### src/rtl/fifo_rptr_empty_if.sv
// Read-side bus of the asynchronous FIFO: write-pointer input, memory read
// port and the output handshake toward the consumer.
interface fifo_rptr_empty_if #(
  parameter int DATA_WIDTH = 32,
  parameter int ADDR_WIDTH = 4
);

  logic [ADDR_WIDTH:0]   wptr_gray;
  logic [DATA_WIDTH-1:0] rdata_mem;
  logic [ADDR_WIDTH-1:0] raddr;
  logic [ADDR_WIDTH:0]   rptr_gray;
  logic                  rempty;
  logic [ADDR_WIDTH:0]   rcount;
  logic [DATA_WIDTH-1:0] dout;
  logic                  dout_valid;
  logic                  dout_ready;

  // The read-control block itself.
  modport master (
    input  wptr_gray,
    input  rdata_mem,
    input  dout_ready,
    output raddr,
    output rptr_gray,
    output rempty,
    output rcount,
    output dout,
    output dout_valid
  );

  // The surroundings: write domain, memory and consumer.
  modport slave (
    output wptr_gray,
    output rdata_mem,
    output dout_ready,
    input  raddr,
    input  rptr_gray,
    input  rempty,
    input  rcount,
    input  dout,
    input  dout_valid
  );

endinterface

### src/rtl/fifo_rptr_empty.sv
// Read-side control of the asynchronous FIFO. Brings the Gray write pointer
// into the read clock domain, keeps the binary/Gray read pointer, produces the
// empty flag and an occupancy count, and presents memory words to the consumer
// through a one-entry output register with a valid/ready handshake.
module fifo_rptr_empty #(
  parameter int DATA_WIDTH = 32,
  parameter int ADDR_WIDTH = 4
) (
  input logic               rclk,
  input logic               rrst,
  fifo_rptr_empty_if.master bus
);

  localparam int PW = ADDR_WIDTH + 1;

  logic [PW-1:0]         wq1;
  logic [PW-1:0]         wq2;
  logic [PW-1:0]         rbin;
  logic [PW-1:0]         rbin_next;
  logic [PW-1:0]         rgray_next;
  logic [PW-1:0]         rgray_q;
  logic [PW-1:0]         wbin_sync;
  logic [PW-1:0]         rcount_q;
  logic                  rempty_q;
  logic                  pop;
  logic [DATA_WIDTH-1:0] dout_q;
  logic                  dout_valid_q;

  // Each binary bit is the XOR of all Gray bits at and above its position.
  function automatic logic [PW-1:0] gray_to_bin(input logic [PW-1:0] g);
    logic [PW-1:0] b;
    b = '0;
    for (int i = 0; i < PW; i++) begin
      b[i] = ^(g >> i);
    end
    return b;
  endfunction

  // Two-flop synchronizer for the write pointer; only wq2 is trusted.
  always_ff @(posedge rclk) begin
    if (rrst) begin
      wq1 <= '0;
      wq2 <= '0;
    end else begin
      wq1 <= bus.wptr_gray;
      wq2 <= wq1;
    end
  end

  // Pop whenever memory holds a word and the output register is free or draining.
  always_comb begin
    pop        = !rempty_q && (!dout_valid_q || bus.dout_ready);
    rbin_next  = rbin + {{ADDR_WIDTH{1'b0}}, pop};
    rgray_next = (rbin_next >> 1) ^ rbin_next;
    wbin_sync  = gray_to_bin(wq2);
  end

  // Read pointer, empty flag and count all look ahead to the post-pop pointer.
  always_ff @(posedge rclk) begin
    if (rrst) begin
      rbin     <= '0;
      rgray_q  <= '0;
      rempty_q <= 1'b1;
      rcount_q <= '0;
    end else begin
      rbin     <= rbin_next;
      rgray_q  <= rgray_next;
      rempty_q <= (rgray_next == wq2);
      rcount_q <= wbin_sync - rbin_next;
    end
  end

  // Output register: a pop loads a new word, otherwise an accepted word empties it.
  always_ff @(posedge rclk) begin
    if (rrst) begin
      dout_q       <= '0;
      dout_valid_q <= 1'b0;
    end else if (pop) begin
      dout_q       <= bus.rdata_mem;
      dout_valid_q <= 1'b1;
    end else if (dout_valid_q && bus.dout_ready) begin
      dout_valid_q <= 1'b0;
    end
  end

  assign bus.raddr      = rbin[ADDR_WIDTH-1:0];
  assign bus.rptr_gray  = rgray_q;
  assign bus.rempty     = rempty_q;
  assign bus.rcount     = rcount_q;
  assign bus.dout       = dout_q;
  assign bus.dout_valid = dout_valid_q;

endmodule

### src/flat_wrapper.sv
// flat-port wrapper written by rule: the top's interface ports become plain ports
module fifo_rptr_empty_flat 
#(
  parameter int DATA_WIDTH = 32,
  parameter int ADDR_WIDTH = 4
)
  (rclk, rrst, bus_wptr_gray, bus_rdata_mem, bus_dout_ready, bus_raddr, bus_rptr_gray, bus_rempty, bus_rcount, bus_dout, bus_dout_valid);
  fifo_rptr_empty_if #(.DATA_WIDTH(DATA_WIDTH), .ADDR_WIDTH(ADDR_WIDTH)) bus_i ();
  input logic rclk;
  input logic rrst;
  input wire logic [$bits(bus_i.wptr_gray)-1:0] bus_wptr_gray;
  input wire logic [$bits(bus_i.rdata_mem)-1:0] bus_rdata_mem;
  input wire logic [$bits(bus_i.dout_ready)-1:0] bus_dout_ready;
  output wire logic [$bits(bus_i.raddr)-1:0] bus_raddr;
  output wire logic [$bits(bus_i.rptr_gray)-1:0] bus_rptr_gray;
  output wire logic [$bits(bus_i.rempty)-1:0] bus_rempty;
  output wire logic [$bits(bus_i.rcount)-1:0] bus_rcount;
  output wire logic [$bits(bus_i.dout)-1:0] bus_dout;
  output wire logic [$bits(bus_i.dout_valid)-1:0] bus_dout_valid;
  assign bus_i.wptr_gray = bus_wptr_gray;
  assign bus_i.rdata_mem = bus_rdata_mem;
  assign bus_i.dout_ready = bus_dout_ready;
  assign bus_raddr = bus_i.raddr;
  assign bus_rptr_gray = bus_i.rptr_gray;
  assign bus_rempty = bus_i.rempty;
  assign bus_rcount = bus_i.rcount;
  assign bus_dout = bus_i.dout;
  assign bus_dout_valid = bus_i.dout_valid;
  fifo_rptr_empty #(.DATA_WIDTH(DATA_WIDTH), .ADDR_WIDTH(ADDR_WIDTH)) u_core (.rclk(rclk), .rrst(rrst), .bus(bus_i));
endmodule
### config.mk
export PLATFORM = sky130hd
export DESIGN_NAME = fifo_rptr_empty_flat
export DESIGN_NICKNAME = d
export VERILOG_FILES = /design/src/rtl/fifo_rptr_empty_if.sv /design/src/rtl/fifo_rptr_empty.sv /design/src/flat_wrapper.sv
export SDC_FILE = /design/constraint.sdc
export NUM_CORES = 1
export LEC_CHECK = 0
export CORE_MARGIN = 2
export CORE_UTILIZATION = 41
export CTS_CLUSTER_SIZE = 30
export DETAILED_ROUTE_END_ITERATION = 10
export DONT_BUFFER_PORTS = 1
export PLACE_DENSITY = 0.58
export SETUP_SLACK_MARGIN = 0.1
export SYNTH_ARGS = -nofsm -noshare
export SYNTH_HDL_FRONTEND = slang
export SYNTH_SLANG_ARGS = --single-unit
### constraint.sdc
create_clock -name rclk -period 6.9 [get_ports rclk]
set_input_delay 1.38 -clock rclk [delete_from_list [all_inputs] [get_ports rclk]]
set_output_delay 1.38 -clock rclk [all_outputs]
set_load 0.05 [all_outputs]
== Word level (Yosys, flattened, before mapping) ==
Index checks and enable logic that the tools add are counted.

* Flip-flop bits (word level): 59
* Bits in latches: 0
* Memory bits (writable): 0
* Memory bits (read-only): 0
* Word-level logic and storage cells: 25
* Memories: 0

* Add/sub/neg operators: 2
* Multiply operators: 0
* Divide/modulo/power cells: 0
* $lt $le $gt $ge: 0
* Equality and inequality tests: 1
* Shifts and indexed selects: 0
* Mux-type cells: 2
* Bitwise gates (word level): 1
* Reductions and logical operators: 11

{| class="wikitable"
|+ Operators by type and width
! kind !! number
|-
| XOR reduction 5 bit || 5
|-
| adder 5 x 1 -> 5 bit || 1
|-
| equality test 5 bit || 1
|-
| subtractor 5 bit || 1
|-
| XOR 4 x 5 -> 5 bit || 1
|-
| logical AND 1 bit || 2
|-
| zero test 1 bit || 2
|-
| two-way mux 1 bit || 2
|-
| nonzero test 2 bit || 1
|-
| logical OR 1 bit || 1
|}

== Longest topological paths before layout ==
Gate-level depths: netlist of run 1.

* Word-level depth: 6
* Mapped depth: 13
* Depth with buffers taken out: 11

== Worst setup path before layout of run 1 ==
Ideal clock, no wire load.

* Kind: input to register
* From: input bus_dout_ready
* To: register u_core.rcount_q[4] (netlist: u_core.bus.rcount[4])
* Data arrival time: 3.672 ns
* Data required time: 6.782 ns
* Slack: 3.110 ns
* Stages: 12
* Path buffers: 2
* Cell sequence: nand2b_1 > nand2b_1 > clkbuf_1 > inv_2 > clkbuf_1 > ha_1 > ha_1 > xnor2_1 > ha_1 > a21oi_1 > maj3_1 > mux2i_1

* Longest elaborated chain between the ends: 4

{| class="wikitable"
|+ Ends and longest elaborated chain
! element !! RTL line !! RTL
|-
| from (decl) || flat_wrapper.sv:13 || <nowiki>input wire logic [$bits(bus_i.dout_ready)-1:0] bus_dout_ready;</nowiki>
|-
| logical OR 1 bit || fifo_rptr_empty.sv:52 || <nowiki>pop = !rempty_q && (!dout_valid_q || bus.dout_ready);</nowiki>
|-
| logical AND 1 bit || fifo_rptr_empty.sv:52 ||
|-
| named net u_core.pop || fifo_rptr_empty.sv:25 || <nowiki>logic pop;</nowiki>
|-
| adder 5 x 1 -> 5 bit || fifo_rptr_empty.sv:53 || <nowiki>rbin_next = rbin + {{ADDR_WIDTH{1'b0}}, pop};</nowiki>
|-
| subtractor 5 bit || fifo_rptr_empty.sv:69 || <nowiki>rcount_q <= wbin_sync - rbin_next;</nowiki>
|-
| to (signal assigned) || fifo_rptr_empty.sv:69 ||
|-
| to (decl) || fifo_rptr_empty.sv:23 || <nowiki>logic [PW-1:0] rcount_q;</nowiki>
|}

The timed path passes the listed nets, and every way through them passes these cells.
A chain may end at the register's enable or synchronous reset.

== Worst setup path after layout of run 1 ==
* From: input bus_dout_ready
* To: register u_core.rcount_q[4] (netlist: u_core.bus.rcount[4])

* Longest elaborated chain between the ends: 4

{| class="wikitable"
|+ Ends and longest elaborated chain
! element !! RTL line
|-
| logical OR 1 bit || fifo_rptr_empty.sv:52
|-
| logical AND 1 bit || fifo_rptr_empty.sv:52
|-
| adder 5 x 1 -> 5 bit || fifo_rptr_empty.sv:53
|-
| subtractor 5 bit || fifo_rptr_empty.sv:69
|}

Every way passes these cells.

==> results by group, run 1 <==
Status
  – Status: complete, no violations

Synthesis
  – Avg Cell Area, Syn: 8.98 sq um
  – Synthesis Warnings: 0
  – Syn Inst Count: 254
  – Unique masters post-synth: 34
  – Synthesized Nets: 300
  – Flops & latches, synth: 58
  – Register area share after synthesis: 50.9%
  – Synthesized cell area: 0.00228 sq mm

Layout
  – Antenna diode count: 0
  – Post-Layout Cell Count: 326
  – Layout cells sized above 1: 8.27%
  – Nets@finish: 296
  – Fillers: 538
  – Reg area: 0.00116 sq mm
  – Synthesis-to-layout area growth: 9.61%
  – Multi-input gate area: 0.00104 sq mm

Die
  – Die height: 78.6 um
  – Die width: 78.6 um
  – FP Rows: 27
  – Die area: 0.00617 sq mm
  – Top Ports: 88
  – Core area: 0.00544 sq mm
  – Initial cell density of the core: 41.9%

Drt
  – Routed len/inst: 13.3 um
  – Detailed Route Iter0 Violations: 74
  – Met3 WL: 482 um
  – Antenna viol nets, final: 0
  – # DRC: 0
  – Metal-1 WL: 1910 um
  – Vias per cell: 4.83
  – Drt pass-1 iters: 4
  – Met2 WL: 1900 um
  – Uppermost layer routed: met4
  – Via count: 1,573
  – Drt total wl: 4350 um

Timing
  – Fmax: 0.253 GHz
  – Slew of the pin with the lowest slew margin: 0.781 ns
  – Setup TNS: 0 ns
  – Final period util: 57.3%
  – Slew margin rel.: 47.9%
  – Max Clock Skew: 0.00613 ns
  – Unrepaired setup endpoints after global routing: no
  – Crit path time final: 3.96 ns
  – Slew Limit Fails: 0
  – Final Setup Violations: 0
  – Final Hold Vio Count: 0

Clocking
  – CTS Root Cell: clkbuf_8
  – Clock slew at reported path FFs: 0.06 ns
  – Hold Buf Count CTS: 0
  – Post-cts resize count: 0
  – Clock Sinks: 58
  – Clk_lat worst skew: 0.32 ns
  – Clk buf depth: 2
  – CTS Buf Count: 9
  – H-Tree Depth: 3
  – CTS tree: built
  – # Post-CTS Setup Buffers: 0

Setup path
  – R2R Path End: u_core.bus.rcount[4]$_SDFF_PP0_
  – CP Launch Type: primary input
  – Worst R2R Start: u_core.bus.dout_valid$_SDFFE_PP0P_
  – Crit path max fanout: 33
  – Slowest-stage cell, CP: xnor2_1
  – Critical Path, Cell by Cell: nand2b_1, nand2b_1, buf_4, inv_2, ha_1, ha_1, xnor2_1, ha_1, a21oi_1, maj3_1, mux2i_1
  – R2R cell count: 11
  – CP dominant cell by count: ha_1
  – WS Path Type: in2reg
  – Critical Path End Type: flip-flop
  – Worst Path Arrival: 4.21 ns
  – Crit-path max cell delay: 0.41 ns
  – Worst EP required: 7.15 ns
  – Flop2flop setup slack: 3.37 ns

Pwr
  – Sw Pwr: 0.433 mW
  – Int Pwr: 0.637 mW
  – Worst ir drop on vdd: 147 uV
  – Switch share: 40.5%
  – PD cells: 428 mW/mm^2
  – Clock network power share: 27.4%
  – Share of power burned in registers: 55.7%
  – Comb pwr share: 16.9%
  – Total leakage power: 0.986 nW

Worst hold path
  – HP Class: reg2reg
  – Hold worst-path end: u_core.wq2[2]$_SDFF_PP0_
  – Hold depth: 1
  – Hold Path Origin: u_core.wq1[2]$_SDFF_PP0_

Placement
  – PortBufs: 0
  – GP Congestion: 0.816
  – DP Wirelength: 2900 um
  – Placed Cells incl. Taps: 311

Job
  – Max-cap viol count: 0

GRT
  – GRT Total Usage: 14.7%
  – Largest net degree at the start of global routing: 59
  – Initial antenna violation count: 0
  – Grt ovf: 0
  – First-pass GRT wire length: 6920 um
  – Vias in the first global route: 1,505
-- state kept, by name (all words and copies together) (netlist names) --
signal and cells:
u_core.wq1 5, u_core.bus.rempty 1, u_core.rbin 4, u_core.wq2 5, u_core.bus.dout_valid 1, u_core.bus.dout 32, u_core.bus.rptr_gray 5, u_core.bus.rcount 5
-- worst max-delay path, delay by kind of cell --
| kind | cells | cell delay, ns |
|---|---|---|
| adder cells (fa/ha/maj) | 4 | 1.16 |
| buffers and inverters | 2 | 0.66 |
| XOR/XNOR | 1 | 0.41 |
| AND/OR/NAND/NOR | 2 | 0.23 |
| AO/OA/AOI/OAI | 1 | 0.18 |
| multiplexers | 1 | 0.18 |
-- stage by stage --
| stage | instance area (sq um) | setup WS (ns) | hold WS (ns) | total power [mW] | utilization (%) |
|---|---|---|---|---|---|
| final | 2500 | 2.94 | 0.434 | 1.07 | 45.9 |
| after global routing | 2500 | 2.66 | 0.453 | 1.13 | 45.9 |
| after CTS | 2500 | 2.95 | 0.434 | 1.09 | 45.9 |
| after detailed placement | 2310 | 2.62 | 0.421 | 0.787 | 42.5 |
| after global placement | 2310 | 2.69 | 0.418 | 0.782 | 42.5 |
| after floorplan | 2280 | 3.11 | 0.414 | 0.751 | - |
-- cells in the mapped netlist --
cell type / instances / area, sq um
or3_1: 1 / 6.26
xnor3_1: 2 / 45.0
a2bb2oi_1: 1 / 8.76
nand2b_1: 4 / 25.0
o31ai_2: 1 / 12.5
o211ai_1: 1 / 7.51
a21oi_1: 36 / 180
nand3_1: 2 / 10.0
dfxtp_1: 58 / 1160
xnor2_1: 9 / 78.8
and4b_1: 1 / 10.0
nor2b_1: 13 / 81.3
mux2i_1: 1 / 10.0
o21ai_0: 2 / 10.0
buf_1: 1 / 3.75
a21boi_0: 2 / 15.0
nor3b_2: 1 / 12.5
clkbuf_1: 12 / 45.0
xor2_1: 5 / 43.8
a211oi_1: 1 / 7.51
ha_1: 5 / 62.6
and3_1: 2 / 12.5
fa_1: 1 / 20.0
o21a_1: 1 / 7.51
nor3_1: 1 / 5.00
xor3_1: 1 / 23.8
buf_2: 3 / 15.0
or2_2: 2 / 12.5
maj3_1: 1 / 10.0
nor2_1: 10 / 37.5
xnor2_2: 2 / 32.5
inv_1: 4 / 15.0
inv_2: 1 / 3.75
nand2_1: 66 / 248
-- cells in the final DEF, fill, tap and decap left out, drive strengths merged, types with 2 or more instances in the layout --
cell,netlist,routed
a21boi,2,2
a21oi,36,36
and3,2,2
clkbuf,12,12
clkinv,0,2
dfxtp,58,58
ha,5,5
inv,5,5
nand2,66,66
nand2b,4,4
nand3,2,2
nor2,10,10
nor2b,13,13
o21ai,2,2
or2,2,2
xnor2,11,11
xnor3,2,2
xor2,5,5
-- worst max path at each step --
stage                        start                               to  slack (ns)
floorplan           bus_dout_ready  u_core.bus.rcount[4]$_SDFF_PP0_        3.11
global placement    bus_dout_ready  u_core.bus.rcount[4]$_SDFF_PP0_        2.69
detailed placement  bus_dout_ready  u_core.bus.rcount[4]$_SDFF_PP0_        2.62
CTS                 bus_dout_ready  u_core.bus.rcount[4]$_SDFF_PP0_        2.95
global route        bus_dout_ready  u_core.bus.rcount[4]$_SDFF_PP0_        2.66
finish              bus_dout_ready  u_core.bus.rcount[4]$_SDFF_PP0_        2.94
-- layout make-up --
type,instances,area share (%)
flip-flops and latches,58,46.5
inverters,5,0.751
repair buffers,1,0.300
clock inverters,3,1.60
multi-input cells,175,41.5
well taps,72,3.61
clock buffers,12,5.81
-- power by group through the flow --
| stage | combinational (mW) | sequential [mW] | clock [mW] |
|---|---|---|---|
| 4_1_cts | 0.183 | 0.597 | 0.307 |
| 3_3_place_gp | 0.178 | 0.604 | 0 |
| 6_report | 0.181 | 0.596 | 0.293 |
| 3_5_place_dp | 0.183 | 0.604 | 0 |
| 2_1_floorplan | 0.157 | 0.594 | 0 |
| 5_1_grt | 0.209 | 0.601 | 0.324 |
-- per-layer routing --
layer  vias up  GRT usage (%)
li1        815              -
met5         -              0
met2        61           21.3
met1       691           17.6
met4         0           6.84
met3         6           8.39
-- logic make-up after synthesis --
logic type,count (synthesis),synth area share [%]
adder cells (fa/ha/maj),7,4.06
AND/OR/NAND/NOR,103,20.2
multiplexers,1,0.439
flip-flops,58,50.9
AO/OA/AOI/OAI,45,10.9
buffers and inverters,21,3.62
XOR/XNOR,19,9.82
Power figures use the tool's default switching activity.
==> run 2, diff against run 1 <==
Clock period 6.9 ns to 3.75 ns, I/O delays scaled along.
==> run 2 against run 1 <==
  * First-iteration DRC count fell by 8.1%
  * Count of clock-buffer cells in the layout unchanged
  * Total power rose by 80%
  * Worst hold slack lost 0.0015 ns
  * Setup slack lost 2.0 ns
  * Utilization down 0.14 points
  * Clock skew down 0.00058 ns
  * Via count grew 1.5%
  * Register-to-register slack worse by 2.5 ns
  * Sequential share of layout area grew 0.14 points
  * Clock power grew 67%
  * Final cell count increased by 0.31%
  * Critical endpoint unchanged
  * Largest cell class unchanged
  * Largest power group unchanged
==> results by group, run 2 (synthesized netlist as in run 1, its figures left out) <==
Timing
  – Crit path time final: 2.84 ns
  – Slew margin rel.: 49.2%
  – Unrepaired setup endpoints after global routing: no
  – Fin Hold WS: 0.432 ns
  – Slew of the pin with the lowest slew margin: 0.760 ns
  – Setup ws final: 0.910 ns
  – Final Hold Vio Count: 0
  – Fmax: 0.352 GHz
  – Slew Limit Fails: 0
  – Final period util: 75.7%
  – Final Setup Violations: 0
  – Setup TNS: 0 ns
  – Max Clock Skew: 0.00555 ns

Die
  – Die width: 78.6 um
  – Die height: 78.6 um
  – FP Rows: 27
  – Top Ports: 88
  – Die area: 0.00617 sq mm
  – Initial cell density of the core: 41.9%
  – Core area: 0.00544 sq mm

Clocking
  – Hold Buf Count CTS: 0
  – CTS Buf Count: 9
  – CTS Root Cell: clkbuf_8
  – Clock Sinks: 58
  – Clk buf depth: 2
  – Clock slew at reported path FFs: 0.06 ns
  – # Post-CTS Setup Buffers: 0
  – Clk_lat worst skew: 0.33 ns
  – H-Tree Depth: 3
  – Post-cts resize count: 0
  – CTS tree: built

Layout
  – Antenna diode count: 0
  – Commonest non-fill, non-tap cell in the layout: nand2_1
  – Synthesis-to-layout area growth: 9.28%
  – Most frequent cells in the layout: nand2_1 (66), dfxtp_1 (58), a21oi_1 (36)
  – Fin util: 45.8%
  – Max FFs per register: 32
  – Nets@finish: 297
  – Post-Layout Cell Count: 327
  – Layout cells sized above 1: 9.02%
  – Final instance area: 0.00249 sq mm

Worst hold path
  – Hold worst-path end: u_core.wq2[3]$_SDFF_PP0_
  – HP Class: reg2reg
  – Hold Path Origin: u_core.wq1[3]$_SDFF_PP0_
  – Hold depth: 1

Placement
  – Placed Cells incl. Taps: 312
  – DP Wirelength: 2890 um
  – PortBufs: 0
  – Pre-CTS setup slack: 0.728 ns
  – Area post-placement: 0.00232 sq mm
  – GP Congestion: 0.773

Setup path
  – Worst Path Arrival: 3.10 ns
  – R2R Path End: u_core.bus.rcount[4]$_SDFF_PP0_
  – Worst R2R Start: u_core.bus.dout_valid$_SDFFE_PP0P_
  – Critical Path End Type: flip-flop
  – Flop2flop setup slack: 0.91 ns
  – Worst EP required: 4.01 ns
  – Crit path max fanout: 6
  – CP Launch Type: flip-flop
  – WS Path Type: reg2reg
  – R2R cell count: 10

Pwr
  – PD cells: 772 mW/mm^2
  – Final Total Pwr: 1.92 mW
  – Worst ir drop on vdd: 336 uV
  – Total leakage power: 0.987 nW

Status
  – Status: complete, no violations

GRT
  – Vias in the first global route: 1,494
  – Largest net degree at the start of global routing: 59
  – First-pass GRT wire length: 6730 um
  – Grt ovf: 0
  – GRT Total Usage: 14.5%
  – Initial antenna violation count: 0

Job
  – Max-cap viol count: 0

Drt
  – Via count: 1,597
  – # DRC: 0
  – Routed len/inst: 13.1 um
  – Antenna viol nets, final: 0
  – Drt total wl: 4270 um
  – Drt pass-1 iters: 4
  – Vias per cell: 4.88
  – Detailed Route Iter0 Violations: 68
run 2: changes by cell type in the layout (fill, tap and decap cells not counted), sizes merged:
cell,change
buf,+1
bufinv,-1
clkinv,+1
run 2: metal layers:
layer  part of all wire (%)  GRT usage [%]  wire length, um
met5                      0              0                0
met4                    2.2           9.47               96
met3                     11           7.36              466
met1                     42           16.5             1810
met2                     44           21.2             1890
run 2: worst max path at each step:
| stage | from | endpoint | cells past startpoint |
|---|---|---|---|
| global placement | bus_dout_ready | u_core.bus.rcount[4]$_SDFF_PP0_ | 10 |
| detailed placement | bus_dout_ready | u_core.bus.rcount[4]$_SDFF_PP0_ | 10 |
| global route | u_core.bus.dout_valid$_SDFFE_PP0P_ | u_core.bus.rcount[4]$_SDFF_PP0_ | 10 |
| floorplan | bus_dout_ready | u_core.bus.rcount[4]$_SDFF_PP0_ | 12 |
| finish | u_core.bus.dout_valid$_SDFFE_PP0P_ | u_core.bus.rcount[4]$_SDFF_PP0_ | 10 |
| CTS | u_core.bus.dout_valid$_SDFFE_PP0P_ | u_core.bus.rcount[4]$_SDFF_PP0_ | 10 |
run 2: area by class of cell:
| type | instances | area [sq um] |
|---|---|---|
| Sequential cell | 58 | 1160 |
| Clock inverter | 3 | 15.0 |
| Fill cell | 566 | 2950 |
| Clock buffer | 12 | 155 |
| Inverter | 5 | 18.8 |
| Timing Repair Buffer | 2 | 15.0 |
| Tap cell | 72 | 90.1 |
| Multi-Input combinational cell | 175 | 1040 |
run 2: critical path, stage by stage (launching register included):
cell	delay [ns]
dfxtp_1	0.63
nand2b_1	0.14
nand2b_1	0.15
inv_2	0.05
ha_1	0.22
ha_1	0.27
xnor2_1	0.44
ha_1	0.35
a21oi_1	0.16
maj3_1	0.20
mux2i_1	0.18
run 2: power by group:
group | switching [mW] | internal [mW] | leakage (nW)
Sequential | 0.380 | 0.716 | 0.476
Clock | 0.221 | 0.268 | 0.0920
Combinational | 0.195 | 0.142 | 0.419
Total | 0.796 | 1.13 | 0.987
